**src/rtl/alu_hazard_if.sv**
```systemverilog
// Hazard-unit bundle between the pipeline datapath and alu_hazard_scheduler.
// The master modport is the datapath side. It supplies the register fields for
// each stage and receives the stall, flush and forward controls. The slave
// modport is the scheduler.
interface alu_hazard_if;
   logic [4:0]  rs1_d;
   logic [4:0]  rs2_d;
   logic [4:0]  rs1_e;
   logic [4:0]  rs2_e;
   logic [4:0]  rd_e;
   logic        load_e;
   logic        mc_start_e;
   logic        pc_src_e;
   logic [4:0]  rd_m;
   logic        reg_write_m;
   logic [4:0]  rd_w;
   logic        reg_write_w;
   logic [1:0]  forward_a_e;
   logic [1:0]  forward_b_e;
   logic        stall_f;
   logic        stall_d;
   logic        stall_e;
   logic        flush_d;
   logic        flush_e;
   logic        bubble_m;
   logic        mc_done;
   logic [31:0] stall_cycles;

   modport master (
      output rs1_d, rs2_d, rs1_e, rs2_e, rd_e, load_e, mc_start_e, pc_src_e,
             rd_m, reg_write_m, rd_w, reg_write_w,
      input  forward_a_e, forward_b_e, stall_f, stall_d, stall_e,
             flush_d, flush_e, bubble_m, mc_done, stall_cycles
   );

   modport slave (
      input  rs1_d, rs2_d, rs1_e, rs2_e, rd_e, load_e, mc_start_e, pc_src_e,
             rd_m, reg_write_m, rd_w, reg_write_w,
      output forward_a_e, forward_b_e, stall_f, stall_d, stall_e,
             flush_d, flush_e, bubble_m, mc_done, stall_cycles
   );
endinterface

```
**src/rtl/alu_hazard_scheduler.sv**
```systemverilog
// EX-stage hazard and multi-cycle ALU scheduler for the 5-stage core.
// Optional feature: define ALU_STALL_COUNT_EN to add a saturating 32-bit count
// of cycles with stall_d asserted. Without the macro, stall_cycles is tied to 0.
//
// state   | meaning
// --------+-------------------------------------------------------------
// IDLE    | normal flow: forwarding, load-use stall, branch flush
// MC_BUSY | multi-cycle op holds EX; cnt_q counts the stall cycles left
//
// The controls must respond in the same cycle the hazard appears in E/D.
// For this reason the outputs are decoded combinationally from state_q and the
// current stage fields. While rst is low, every output is forced to 0.
module alu_hazard_scheduler #(
   parameter int MC_CYCLES = 4
) (
   input logic           clk,
   input logic           rst,
   alu_hazard_if.slave   hz
);
   localparam int CW = $clog2(MC_CYCLES);
   localparam logic [CW-1:0] CNT_INIT = CW'(MC_CYCLES - 2);

   typedef enum logic {IDLE, MC_BUSY} state_t;

   state_t          state_q, state_d;
   logic [CW-1:0]   cnt_q, cnt_d;
   logic            lw_hz;
   logic [1:0]      fwd_a, fwd_b;
   logic            stall_f_o, stall_d_o, stall_e_o;
   logic            flush_d_o, flush_e_o, bubble_m_o, mc_done_o;

   assign lw_hz = hz.load_e && (hz.rd_e != 5'd0) &&
                  ((hz.rd_e == hz.rs1_d) || (hz.rd_e == hz.rs2_d));

   // Next-state and control decode. The M stage wins over W for forwarding.
   always_comb begin
      state_d    = state_q;
      cnt_d      = cnt_q;
      fwd_a      = 2'b00;
      fwd_b      = 2'b00;
      stall_f_o  = 1'b0;
      stall_d_o  = 1'b0;
      stall_e_o  = 1'b0;
      flush_d_o  = 1'b0;
      flush_e_o  = 1'b0;
      bubble_m_o = 1'b0;
      mc_done_o  = 1'b0;
      if (rst) begin
         if (hz.reg_write_m && hz.rd_m != 5'd0 && hz.rd_m == hz.rs1_e)
            fwd_a = 2'b10;
         else if (hz.reg_write_w && hz.rd_w != 5'd0 && hz.rd_w == hz.rs1_e)
            fwd_a = 2'b01;
         if (hz.reg_write_m && hz.rd_m != 5'd0 && hz.rd_m == hz.rs2_e)
            fwd_b = 2'b10;
         else if (hz.reg_write_w && hz.rd_w != 5'd0 && hz.rd_w == hz.rs2_e)
            fwd_b = 2'b01;
         case (state_q)
            IDLE: begin
               if (hz.mc_start_e) begin
                  stall_f_o  = 1'b1;
                  stall_d_o  = 1'b1;
                  stall_e_o  = 1'b1;
                  bubble_m_o = 1'b1;
                  state_d    = MC_BUSY;
                  cnt_d      = CNT_INIT;
               end else begin
                  // A taken branch squashes D, so a load-use stall is pointless.
                  stall_f_o = lw_hz && !hz.pc_src_e;
                  stall_d_o = lw_hz && !hz.pc_src_e;
                  flush_e_o = lw_hz || hz.pc_src_e;
                  flush_d_o = hz.pc_src_e;
               end
            end
            MC_BUSY: begin
               if (cnt_q != '0) begin
                  stall_f_o  = 1'b1;
                  stall_d_o  = 1'b1;
                  stall_e_o  = 1'b1;
                  bubble_m_o = 1'b1;
                  cnt_d      = cnt_q - 1'b1;
               end else begin
                  mc_done_o = 1'b1;
                  state_d   = IDLE;
               end
            end
            default: state_d = IDLE;
         endcase
      end
   end

   // State register; a reset mid-op drops the op without an mc_done pulse.
   always_ff @(posedge clk) begin
      if (!rst) begin
         state_q <= IDLE;
         cnt_q   <= '0;
      end else begin
         state_q <= state_d;
         cnt_q   <= cnt_d;
      end
   end

   assign hz.forward_a_e = fwd_a;
   assign hz.forward_b_e = fwd_b;
   assign hz.stall_f     = stall_f_o;
   assign hz.stall_d     = stall_d_o;
   assign hz.stall_e     = stall_e_o;
   assign hz.flush_d     = flush_d_o;
   assign hz.flush_e     = flush_e_o;
   assign hz.bubble_m    = bubble_m_o;
   assign hz.mc_done     = mc_done_o;

`ifdef ALU_STALL_COUNT_EN
   logic [31:0] stall_cnt_q;

   // Saturating count of decode-stall cycles.
   always_ff @(posedge clk) begin
      if (!rst)
         stall_cnt_q <= '0;
      else if (stall_d_o && stall_cnt_q != 32'hFFFF_FFFF)
         stall_cnt_q <= stall_cnt_q + 32'd1;
   end

   assign hz.stall_cycles = rst ? stall_cnt_q : 32'd0;
`else
   assign hz.stall_cycles = 32'd0;
`endif
endmodule

```
**src/flat_wrapper.sv**
```systemverilog
// flat-port wrapper written by rule: the top's interface ports become plain ports
module alu_hazard_scheduler_flat 
#(
   parameter int MC_CYCLES = 4
)
  (clk, rst, hz_rs1_d, hz_rs2_d, hz_rs1_e, hz_rs2_e, hz_rd_e, hz_load_e, hz_mc_start_e, hz_pc_src_e, hz_rd_m, hz_reg_write_m, hz_rd_w, hz_reg_write_w, hz_forward_a_e, hz_forward_b_e, hz_stall_f, hz_stall_d, hz_stall_e, hz_flush_d, hz_flush_e, hz_bubble_m, hz_mc_done, hz_stall_cycles);
  alu_hazard_if hz_i ();
  input logic clk;
  input logic rst;
  input wire logic [$bits(hz_i.rs1_d)-1:0] hz_rs1_d;
  input wire logic [$bits(hz_i.rs2_d)-1:0] hz_rs2_d;
  input wire logic [$bits(hz_i.rs1_e)-1:0] hz_rs1_e;
  input wire logic [$bits(hz_i.rs2_e)-1:0] hz_rs2_e;
  input wire logic [$bits(hz_i.rd_e)-1:0] hz_rd_e;
  input wire logic [$bits(hz_i.load_e)-1:0] hz_load_e;
  input wire logic [$bits(hz_i.mc_start_e)-1:0] hz_mc_start_e;
  input wire logic [$bits(hz_i.pc_src_e)-1:0] hz_pc_src_e;
  input wire logic [$bits(hz_i.rd_m)-1:0] hz_rd_m;
  input wire logic [$bits(hz_i.reg_write_m)-1:0] hz_reg_write_m;
  input wire logic [$bits(hz_i.rd_w)-1:0] hz_rd_w;
  input wire logic [$bits(hz_i.reg_write_w)-1:0] hz_reg_write_w;
  output wire logic [$bits(hz_i.forward_a_e)-1:0] hz_forward_a_e;
  output wire logic [$bits(hz_i.forward_b_e)-1:0] hz_forward_b_e;
  output wire logic [$bits(hz_i.stall_f)-1:0] hz_stall_f;
  output wire logic [$bits(hz_i.stall_d)-1:0] hz_stall_d;
  output wire logic [$bits(hz_i.stall_e)-1:0] hz_stall_e;
  output wire logic [$bits(hz_i.flush_d)-1:0] hz_flush_d;
  output wire logic [$bits(hz_i.flush_e)-1:0] hz_flush_e;
  output wire logic [$bits(hz_i.bubble_m)-1:0] hz_bubble_m;
  output wire logic [$bits(hz_i.mc_done)-1:0] hz_mc_done;
  output wire logic [$bits(hz_i.stall_cycles)-1:0] hz_stall_cycles;
  assign hz_i.rs1_d = hz_rs1_d;
  assign hz_i.rs2_d = hz_rs2_d;
  assign hz_i.rs1_e = hz_rs1_e;
  assign hz_i.rs2_e = hz_rs2_e;
  assign hz_i.rd_e = hz_rd_e;
  assign hz_i.load_e = hz_load_e;
  assign hz_i.mc_start_e = hz_mc_start_e;
  assign hz_i.pc_src_e = hz_pc_src_e;
  assign hz_i.rd_m = hz_rd_m;
  assign hz_i.reg_write_m = hz_reg_write_m;
  assign hz_i.rd_w = hz_rd_w;
  assign hz_i.reg_write_w = hz_reg_write_w;
  assign hz_forward_a_e = hz_i.forward_a_e;
  assign hz_forward_b_e = hz_i.forward_b_e;
  assign hz_stall_f = hz_i.stall_f;
  assign hz_stall_d = hz_i.stall_d;
  assign hz_stall_e = hz_i.stall_e;
  assign hz_flush_d = hz_i.flush_d;
  assign hz_flush_e = hz_i.flush_e;
  assign hz_bubble_m = hz_i.bubble_m;
  assign hz_mc_done = hz_i.mc_done;
  assign hz_stall_cycles = hz_i.stall_cycles;
  alu_hazard_scheduler #(.MC_CYCLES(MC_CYCLES)) u_core (.clk(clk), .rst(rst), .hz(hz_i));
endmodule
```
**config.mk**
```make
export PLATFORM = sky130hd
export DESIGN_NAME = alu_hazard_scheduler_flat
export DESIGN_NICKNAME = d
export VERILOG_FILES = /design/src/rtl/alu_hazard_if.sv /design/src/rtl/alu_hazard_scheduler.sv /design/src/flat_wrapper.sv
export SDC_FILE = /design/constraint.sdc
export NUM_CORES = 1
export LEC_CHECK = 0
export CELL_PAD_IN_SITES_DETAIL_PLACEMENT = 1
export CELL_PAD_IN_SITES_GLOBAL_PLACEMENT = 2
export CORE_ASPECT_RATIO = 1.2
export CORE_MARGIN = 4
export CORE_UTILIZATION = 15
export DETAILED_ROUTE_END_ITERATION = 12
export PLACE_DENSITY_LB_ADDON = 0.1
export SETUP_SLACK_MARGIN = 0.02
export SYNTH_ARGS = -nofsm -noshare
export SYNTH_HDL_FRONTEND = slang
export SYNTH_SLANG_ARGS = --single-unit
```
**constraint.sdc**
```tcl
create_clock -name clk -period 3.9 [get_ports clk]
set_clock_uncertainty 0.1 [all_clocks]
set_input_delay 1.17 -clock clk [delete_from_list [all_inputs] [get_ports clk]]
set_output_delay 1.17 -clock clk [all_outputs]
set_load 0.01 [all_outputs]
```
==> metrics.md, run 1 <==
| Metric | Value |
|---|---|
| Setup CP Type | input pin to primary output |
| Routed Antenna Nets | 0 |
| Die H | 90.6 µm |
| Arr. time, crit path | 2540 ps |
| CTS clk-pin slew, worst paths | 30 ps |
| Cells after synthesis | 109 |
| Reg2reg start | u_core.cnt_q[0] |
| Max Cap Violations | 0 |
| HPWL after DPL | 2990 µm |
| GRT Residual Overflow | 0 |
| Worst ir drop on vdd | 93.3 µV |
| Die ar. | 6960 µm² |
| Synth area leader | buf_4 |
| RSZ-0062 raised after global routing | yes |
| Post-Syn Area per Cell | 7.83 µm² |
| Cell row count | 29 |
| Share of layout cells above drive strength 1 | 33.3% |
| Largest family of logic cells by synthesized area | buffers and inverters |
| Cells after DPL | 238 |
| Final Hold Fails | 0 |
| Synth cell types | 30 |
| DR WL/cell | 13.9 µm |
| Post-synthesis compound-gate area fraction | 7.77% |
| Clock sinks | 3 |
| Non-Filler Instances | 245 |
| Pleak | 0.000736 µW |
| GRT Util Overall | 9.66% |
| Fin area | 1560 µm² |
| Worst Path Max Fanout | 2 |
| Status | completed |
| Number of inserted diodes | 0 |
| CTS H-tree depth | 1 |
| Worst R2R Setup Slack | 2420 ps |
| Die W | 76.9 µm |
| CTS tree | built |
| Initial antenna violation count | 0 |
| Root Buffer Master | clkbuf_8 |
| Core ar. | 5410 µm² |
| Util after Layout | 28.9% |
| Synthesized-area fraction occupied by xor and xnor cells | 30.8% |
| DR pass1 iterations | 2 |
| Area contributors post-synth | buf_4 (30%), xor2_1 (25%), dfxtp_1 (7.0%) |
| DR vias/cell | 3.79 |
| DP Worst Slack | -626 ps |
| CTS Buf Count | 3 |
| Crit path launch type | input pin |
| Max Fclk | 262 MHz |
| Register area share after synthesis | 7.04% |
| First-pass GRT wire length | 5340 µm |
| Hold WC Path Type | flop to flop |
| Reg2reg end | u_core.cnt_q[0] |
| Max Buffers Root-to-Sink | 2 |
| Final WS setup | 85.8 ps |
| Critical path origin | hz_rd_m[2] |
| Final min period | 3810 ps |
| DP Area | 1450 µm² |
| Starting DRC count in detailed routing | 11 |
| DRC violation count after routing | 0 |
| Setup Viol. Count Final | 0 |
| Starting Density | 15.8% |
| Cells on worst reg2reg path | 7 |
| P&R area growth vs syn | 83.0% |
| Simple-gate area share of the yosys netlist | 20.7% |
| Synth Register Bits | 3 |
| Commonest non-fill, non-tap cells in the layout | conb_1 (32), xor2_1 (23), clkdlybuf4s50_1 (19) |
| Clk_lat worst skew | 220 ps |
| Crit path capture type | primary output |
| Commonest non-fill, non-tap cell in the layout | conb_1 |
| Routability Congestion | 0.822 |
| Power Dens Cells | 182 nW/µm² |
| Critical path required time | 2630 ps |
| Tcrit/Tclk final | 97.8% |
| Filler cells | 665 |
| Area share of the largest cell type after synthesis | 29.9% |
| Final Net Count | 227 |
| Post-Syn Area | 853 µm² |
| Total number of vias | 928 |
| Final slew viol count | 0 |
| Pin count of the biggest net entering global routing | 10 |
| I/O Buffers | 52 |
| I/O pins | 85 |
| Tot Pwr | 284 µW |
| Vias in the first global route | 1,079 |
| Routed WL | 3420 µm |
| Setup crit end | hz_forward_a_e[0] |
| Adder-Cell Fraction of Synth Area | 1.47% |
| Yosys warns | 0 |
| Post-synthesis mux area share | 0% |
routing by layer:
| metal | vias to the layer above | part of all wire (%) | routed length, µm | GRT usage [%] |
|---|---|---|---|---|
| met2 | 57 | 56 | 1910 | 19.2 |
| met4 | 0 | 3.7 | 125 | 5.14 |
| met1 | 418 | 32 | 1100 | 8.23 |
| met5 | - | 0 | 0 | 0 |
| li1 | 447 | - | - | - |
| met3 | 6 | 8.3 | 284 | 3.19 |
worst min-delay path by stage:
stage,cells past startpoint,end,start
2_1_floorplan,1,u_core.cnt_q[1],u_core.cnt_q[1]
3_3_place_gp,1,u_core.cnt_q[1],u_core.cnt_q[1]
3_5_place_dp,1,u_core.cnt_q[1],u_core.cnt_q[1]
4_1_cts,1,u_core.cnt_q[1],u_core.cnt_q[1]
5_1_grt,1,u_core.cnt_q[1],u_core.cnt_q[1]
6_report,1,u_core.cnt_q[1],u_core.cnt_q[1]
flip-flops by register name, indices dropped and copies added, names as in the netlist:
signal          cells
u_core.cnt_q        2
u_core.state_q      1
worst max-delay path, stage by stage:
cell and delay, ps:
buf_6 90, or4_4 530, o21ai_4 160, buf_6 120
nor4_4 40, nor4_4 260, buf_2 170
synth_stat cells, drive strengths merged:
library cell  instances
a21oi                 1
a22oi                 1
and2                  3
and3                  1
buf                  35
conb                  1
dfxtp                 3
ha                    1
inv                   3
nand2                 2
nand3                 3
nand3b                1
nand4bb               1
nor2                  4
nor3                  2
nor3b                 1
nor4                  4
o211a                 1
o211ai                1
o21a                  1
o21ai                 2
o21bai                1
o31ai                 1
or4                   5
xnor2                 6
xor2                 24
stage by stage:
stage,TNS [ps],hold slack (ps)
5_1_grt,-4.61,413
3_3_place_gp,-4060,381
2_1_floorplan,0,372
4_1_cts,0,407
3_5_place_dp,-4170,399
6_report,0,400
report_power, final:
group | switching, µW | internal (µW)
logic | 77.6 | 78.9
registers | 2.46 | 33.8
clock network | 21.4 | 69.8
total | 101 | 182
layout make-up:
class | count | area (µm²) | area share, %
Clock buffer | 4 | 45.0 | 2.88
Inverter | 3 | 11.3 | 0.721
Multi-Input combinational cell | 99 | 749 | 48.0
Sequential cell | 3 | 60.1 | 3.85
Tap cell | 62 | 77.6 | 4.97
Timing Repair Buffer | 74 | 618 | 39.6
kinds of logic (layout without fill, tap and decap cells):
kind of cell	after synthesis	after routing
flops	3	3
simple gates	27	27
other cells	1	32
xor+xnor	30	30
buf+inv	38	81
fa+ha+maj	1	1
compound gates	9	9
what timing repair did:
item	CTS	global route
buffers inserted	2	1
cloned	0	0
hold endpoints to repair	0	0
pin swaps	10	9
hold buffers	0	0
endpoints found under the setup margin	9	3
gates resized for setup	78	27
Power figures use the tool's default switching activity.
==> run 2: changes to the inputs <==
CORE_UTILIZATION = 31   (was 15)
DONT_BUFFER_PORTS = 1   (was default)
==> run 2 against run 1 <==
Fmax up 5.5%. Clock-buffer cell count unchanged. Sequential power about the same. Largest cell class unchanged. Critical path type unchanged. Cell count down 42%. Cell area down 50%. Register-to-register slack better by 70 ps. First-iteration DRC count down 9.1%.
==> metrics.md, run 2 (synthesis results as in run 1) <==
| Metric | Value |
|---|---|
| Status | completed |
| Worst ir drop on vdd | 147 µV (+57%) |
| Setup TNS | 0 ps (unchanged) |
| DR WL/cell | 13.9 µm (-0.12%) |
| Largest registers | u_core.cnt_q x2, u_core.state_q x1 |
| Share of layout cells above drive strength 1 | 7.34% (-26 points) |
| Core ar. | 2580 µm² (-52%) |
| CP cell instances | or4_1 -> o21ai_2 -> nor4_1 -> nor4_2 |
| Cell row count | 20 (-31%) |
| Most Used Layer, Global Route | met2 |
| Routed WL | 1980 µm (-42%) |
| CTS resizes | 0 (-100%) |
| Initial antenna violation count | 0 (unchanged) |
| CTS tree | built |
| Routed Antenna Nets | 0 (unchanged) |
| Starting DRC count in detailed routing | 10 (-1) |
| CTS Buf Count | 3 (unchanged) |
| Number of inserted diodes | 0 (unchanged) |
| Root Buffer Master | clkbuf_4 |
| Postcts setup bufs | 0 (-2) |
| Pin count of the biggest net entering global routing | 11 (+1) |
| Final slew viol count | 0 (unchanged) |
| RSZ-0062 raised after global routing | no |
| Routability Congestion | 0.854 (+3.9%) |
| HPWL after DPL | 1820 µm (-39%) |
| Setup Viol. Count Final | 0 (unchanged) |
| DR pass1 iterations | 4 (+2) |
| Largest register FFs | 2 (unchanged) |
| Critical path required time | 2630 ps (about the same) |
| P&R area growth vs syn | -8.94% |
| GR Util met1 | 9.17% (+0.93 points) |
| Worst Path Max Fanout | 3 (+1) |
| I/O Buffers | 0 (-100%) |
| Clk_lat worst skew | 230 ps (about the same) |
| Hold WC Path Type | flop to flop |
| I/O pins | 85 (unchanged) |
| Final min period | 3610 ps (-199 ps) |
| CTS H-tree depth | 1 (unchanged) |
| Setup CP Type | input pin to primary output |
| First-pass GRT wire length | 2970 µm (-44%) |
| Final Net Count | 153 (-33%) |
| Max Buffers Root-to-Sink | 2 (unchanged) |
| CTS clk-pin slew, worst paths | 30 ps (about the same) |
| DP Worst Slack | 265 ps (+891 ps) |
| Hold-fix buffer count after cts | 0 (unchanged) |
| Non-Filler Instances | 142 (-42%) |
| Crit-path max cell delay | 530 ps (about the same) |
| Vias in the first global route | 688 (-36%) |
| Slowest-stage cell, CP | or4_1 |
| Clock sinks | 3 (unchanged) |
| Max Fclk | 277 MHz (+5.5%) |
| Die H | 65.5 µm (-28%) |
| Arr. time, crit path | 2340 ps (-200 ps) |
| Starting Density | 33.1% (+17 points) |
| Commonest non-fill, non-tap cell in the layout | conb_1 |
| Commonest non-fill, non-tap cells in the layout | conb_1 (32), xor2_1 (24), xnor2_1 (6) |
| Die ar. | 3660 µm² (-47%) |
| Pleak | 0.000344 µW (-53%) |
| Die W | 55.9 µm (-27%) |
| Met2 Use GR | 17.8% (-1.4 points) |
| Crit path capture type | primary output |
| GRT met3 Usage | 5.11% (+1.9 points) |
| GRT Util Overall | 10.1% (+0.44 points) |
| DRC violation count after routing | 0 (unchanged) |
| Tcrit/Tclk final | 92.7% (-5.1 points) |
| Final WS setup | 285 ps (+199 ps) |
| Crit path launch type | input pin |
| DR vias/cell | 4.46 (+18%) |
| GRT Residual Overflow | 0 (unchanged) |
| Power Dens Cells | 197 nW/µm² (+8.2%) |
| Biggest register | u_core.cnt_q |
| Cells after DPL | 138 (-42%) |
| Max Cap Violations | 0 (unchanged) |
| Total number of vias | 634 (-32%) |
| Final Hold Fails | 0 (unchanged) |
[run 2: power breakdown]
group | total [µW] | internal [µW] | switching, µW | leakage [µW]
clock network | 52.9 | 38.2 | 14.6 | 0.0000150
registers | 36.3 | 33.8 | 2.50 | 0.0000249
logic | 63.7 | 25.5 | 38.2 | 0.000304
[run 2: final cells by class]
cell class,count,area [µm²]
Tap cell,33,41.3
Inverter,3,11.3
Clock buffer,4,26.3
Fill cell,332,1800
Sequential cell,3,60.1
Multi-Input combinational cell,99,638
[run 2: through the flow]
| stage | hold slack [ps] | area, µm² | utilization, % | total power, µW |
|---|---|---|---|---|
| floorplan | 372 | 970 | - | 120 |
| global placement | 397 | 751 | 29.1 | 99.0 |
| detailed placement | 408 | 751 | 29.1 | 100 |
| CTS | 417 | 777 | 30.1 | 157 |
| global route | 439 | 777 | 30.1 | 169 |
| finish | 416 | 777 | 30.1 | 153 |
[run 2: path summary, 6_finish.rpt]
kind	from	end	slack (ps)	cells past startpoint
setup / recovery	hz_rd_m[0]	hz_forward_a_e[0]	290	4
hold / removal	u_core.cnt_q[1]	u_core.cnt_q[1]	420	1
setup reg to reg	u_core.cnt_q[0]	u_core.state_q	2490	4
hold reg to reg	u_core.cnt_q[1]	u_core.cnt_q[1]	420	1
[run 2: critical path: cells and delay by family]
family | cells | cell delay [ps]
AO/OA/AOI/OAI | 1 | 160
AND/OR/NAND/NOR | 3 | 1010
[run 2: metal layers]
metal  part of all wire [%]  vias up
li1                       -      298
met1                     30      271
met2                     48       59
met3                     20        6
met4                    2.3        0
met5                      0        -
==> run 3: changes to the inputs <==
CORE_UTILIZATION = 29   (was 31)
TNS_END_PERCENT = 20   (was default)
clock period = 3.4 ns   (was 3.9 ns; I/O delays follow)
==> run 3 against run 2 <==
Clock power is 19% higher. Register-to-register slack worse by 490 ps. Sequential cell count unchanged.
==> metrics.md, run 3 (synthesis results as in run 1) <==
| Metric | Value |
|---|---|
| Status | completed |
| Worst Path Max Fanout | 3 (unchanged) |
| Final slew viol count | 0 (unchanged) |
| Final Net Count | 154 (+0.65%) |
| DR pass1 iterations | 2 (-2) |
| Commonest non-fill, non-tap cell in the layout | conb_1 |
| Hold slack | 394 ps (-22.2 ps) |
| RSZ-0062 raised after global routing | yes |
| Cell Int Power | 113 µW (+16%) |
| Worst-margin pin slew | 531 ps |
| First-pass GRT wire length | 2960 µm (-0.24%) |
| Hold-fix buffer count after cts | 0 (unchanged) |
| Number of inserted diodes | 0 (unchanged) |
| Met3 WL | 441 µm (+14%) |
| NetSw | 66.0 µW (+19%) |
| Biggest register | u_core.cnt_q |
| Routed Antenna Nets | 0 (unchanged) |
| Total number of vias | 650 (+2.5%) |
| Critical path required time | 2280 ps (-350 ps) |
| Vias in the first global route | 670 (-2.6%) |
| Reg power frac | 23.0% (-0.7 points) |
| I/O Buffers | 0 (unchanged) |
| Routability Congestion | 0.792 (-7.3%) |
| Setup TNS | 0 ps (unchanged) |
| Share of layout cells above drive strength 1 | 8.18% (+0.84 points) |
| I/O pins | 85 (unchanged) |
| Largest registers | u_core.cnt_q x2, u_core.state_q x1 |
| GRT Util Overall | 9.69% (-0.41 points) |
| DRC violation count after routing | 0 (unchanged) |
| GRT Residual Overflow | 0 (unchanged) |
| Crit path capture type | primary output |
| Clock power frac | 35.0% (+0.4 points) |
| Comb pwr share | 42.0% (+0.3 points) |
| DR WL/cell | 14.0 µm (+0.70%) |
| Commonest non-fill, non-tap cells in the layout | conb_1 (32), xor2_1 (24), xnor2_1 (6) |
| Clock sinks | 3 (unchanged) |
| Routed WL | 2020 µm (+2.1%) |
| Setup CP Type | input pin to primary output |
| Die W | 57.5 µm (+2.9%) |
| Final Hold Fails | 0 (unchanged) |
| Pin count of the biggest net entering global routing | 11 (unchanged) |
| Core ar. | 2810 µm² (+9.1%) |
| Postcts setup bufs | 0 (unchanged) |
| Cells after DPL | 140 (+1.4%) |
| Max Fclk | 302 MHz |
| Max-slew headroom | 64.3% |
| Starting DRC count in detailed routing | 11 (+1) |
| DR vias/cell | 4.51 (+1.1%) |
| Filler cells | 370 (+11%) |
| Max Cap Violations | 0 (unchanged) |
| Area of the multi-input gates | 638 µm² (unchanged) |
| Setup Viol. Count Final | 0 (unchanged) |
| Non-Filler Instances | 144 (+1.4%) |
| CTS resizes | 0 (unchanged) |
| Power Dens Cells | 228 nW/µm² (+16%) |
| Starting Density | 30.4% (-2.8 points) |
| Final min period | 3310 ps |
| FF+latch area | 60.1 µm² (unchanged) |
| DP Area | 759 µm² (+1.2%) |
| Initial antenna violation count | 0 (unchanged) |
| CTS clk-pin slew, worst paths | 40 ps (about the same) |
| P&R area growth vs syn | -7.92% |
| Worst ir drop on vdd | 166 µV (+13%) |
| Cell row count | 21 (+5.0%) |
| Hold WC Path Type | flop to flop |
| Die ar. | 3880 µm² (+6.0%) |
| Sw Share | 36.8% (+0.61 points) |
| Top routing layer in use | met4 |
| Fin area | 786 µm² (+1.1%) |
| Tcrit/Tclk final | 97.3% |
| Met2 WL | 963 µm (+2.1%) |
| Crit path launch type | input pin |
| Max Buffers Root-to-Sink | 2 (unchanged) |
| Tot Pwr | 179 µW (+17%) |
| Largest register FFs | 2 (unchanged) |
| Root Buffer Master | clkbuf_4 |
| CTS Buf Count | 3 (unchanged) |
| Clk_lat worst skew | 240 ps (about the same) |
| Die H | 67.4 µm (+3.0%) |
| Arr. time, crit path | 2190 ps (-150 ps) |
| HPWL after DPL | 1860 µm (+1.8%) |
| CTS H-tree depth | 1 (unchanged) |
| Pleak | 0.000348 µW (+1.3%) |
| CTS tree | built |
| M1 wire length | 594 µm (-1.0%) |
==> run 3: worst max-delay path, cell delays in order <==
cell and delay (ps):
or4_1 90, o211ai_1 100, or4_1 570, nor4_2 410
==> run 3: power by group through the flow <==
stage,Clock (µW),Combinational (µW),Sequential [µW]
after floorplan,0,96.7,41.1
after global placement,0,73.7,41.9
final,62.9,75.3,41.3
after CTS,65.2,74.6,41.3
after global routing,68.1,84.4,41.6
after detailed placement,0,74.3,41.8
==> run 3: stage by stage <==
step | worst slack [ps] | util (%)
floorplan | 156 | -
global placement | 81.1 | 27.0
detailed placement | 82.3 | 27.0
CTS | 85.4 | 27.9
global route | 8.91 | 27.9
finish | 92.2 | 27.9
==> run 3: layout make-up <==
class | instances | share of cell area [%]
Inverter | 3 | 1.43
Multi-Input combinational cell | 99 | 81.2
Clock buffer | 4 | 3.34
Sequential cell | 3 | 7.64
Tap cell | 34 | 5.41
Timing Repair Buffer | 1 | 0.955
==> run 3: worst paths after layout <==
path	from	endpoint	slack, ps	depth (start not counted)
hold / removal	u_core.cnt_q[1]	u_core.cnt_q[1]	390	1
setup reg to reg	u_core.cnt_q[0]	u_core.state_q	2000	5
hold reg to reg	u_core.cnt_q[1]	u_core.cnt_q[1]	390	1
setup / recovery	hz_rd_w[4]	hz_forward_b_e[0]	90	4
==> run 3: routing by layer <==
metal / vias up / global-route usage [%]
met4: 0 / 1.74
li1: 302 / -
met1: 283 / 8.28
met5: - / 0
met2: 63 / 17.8
met3: 2 / 7.65
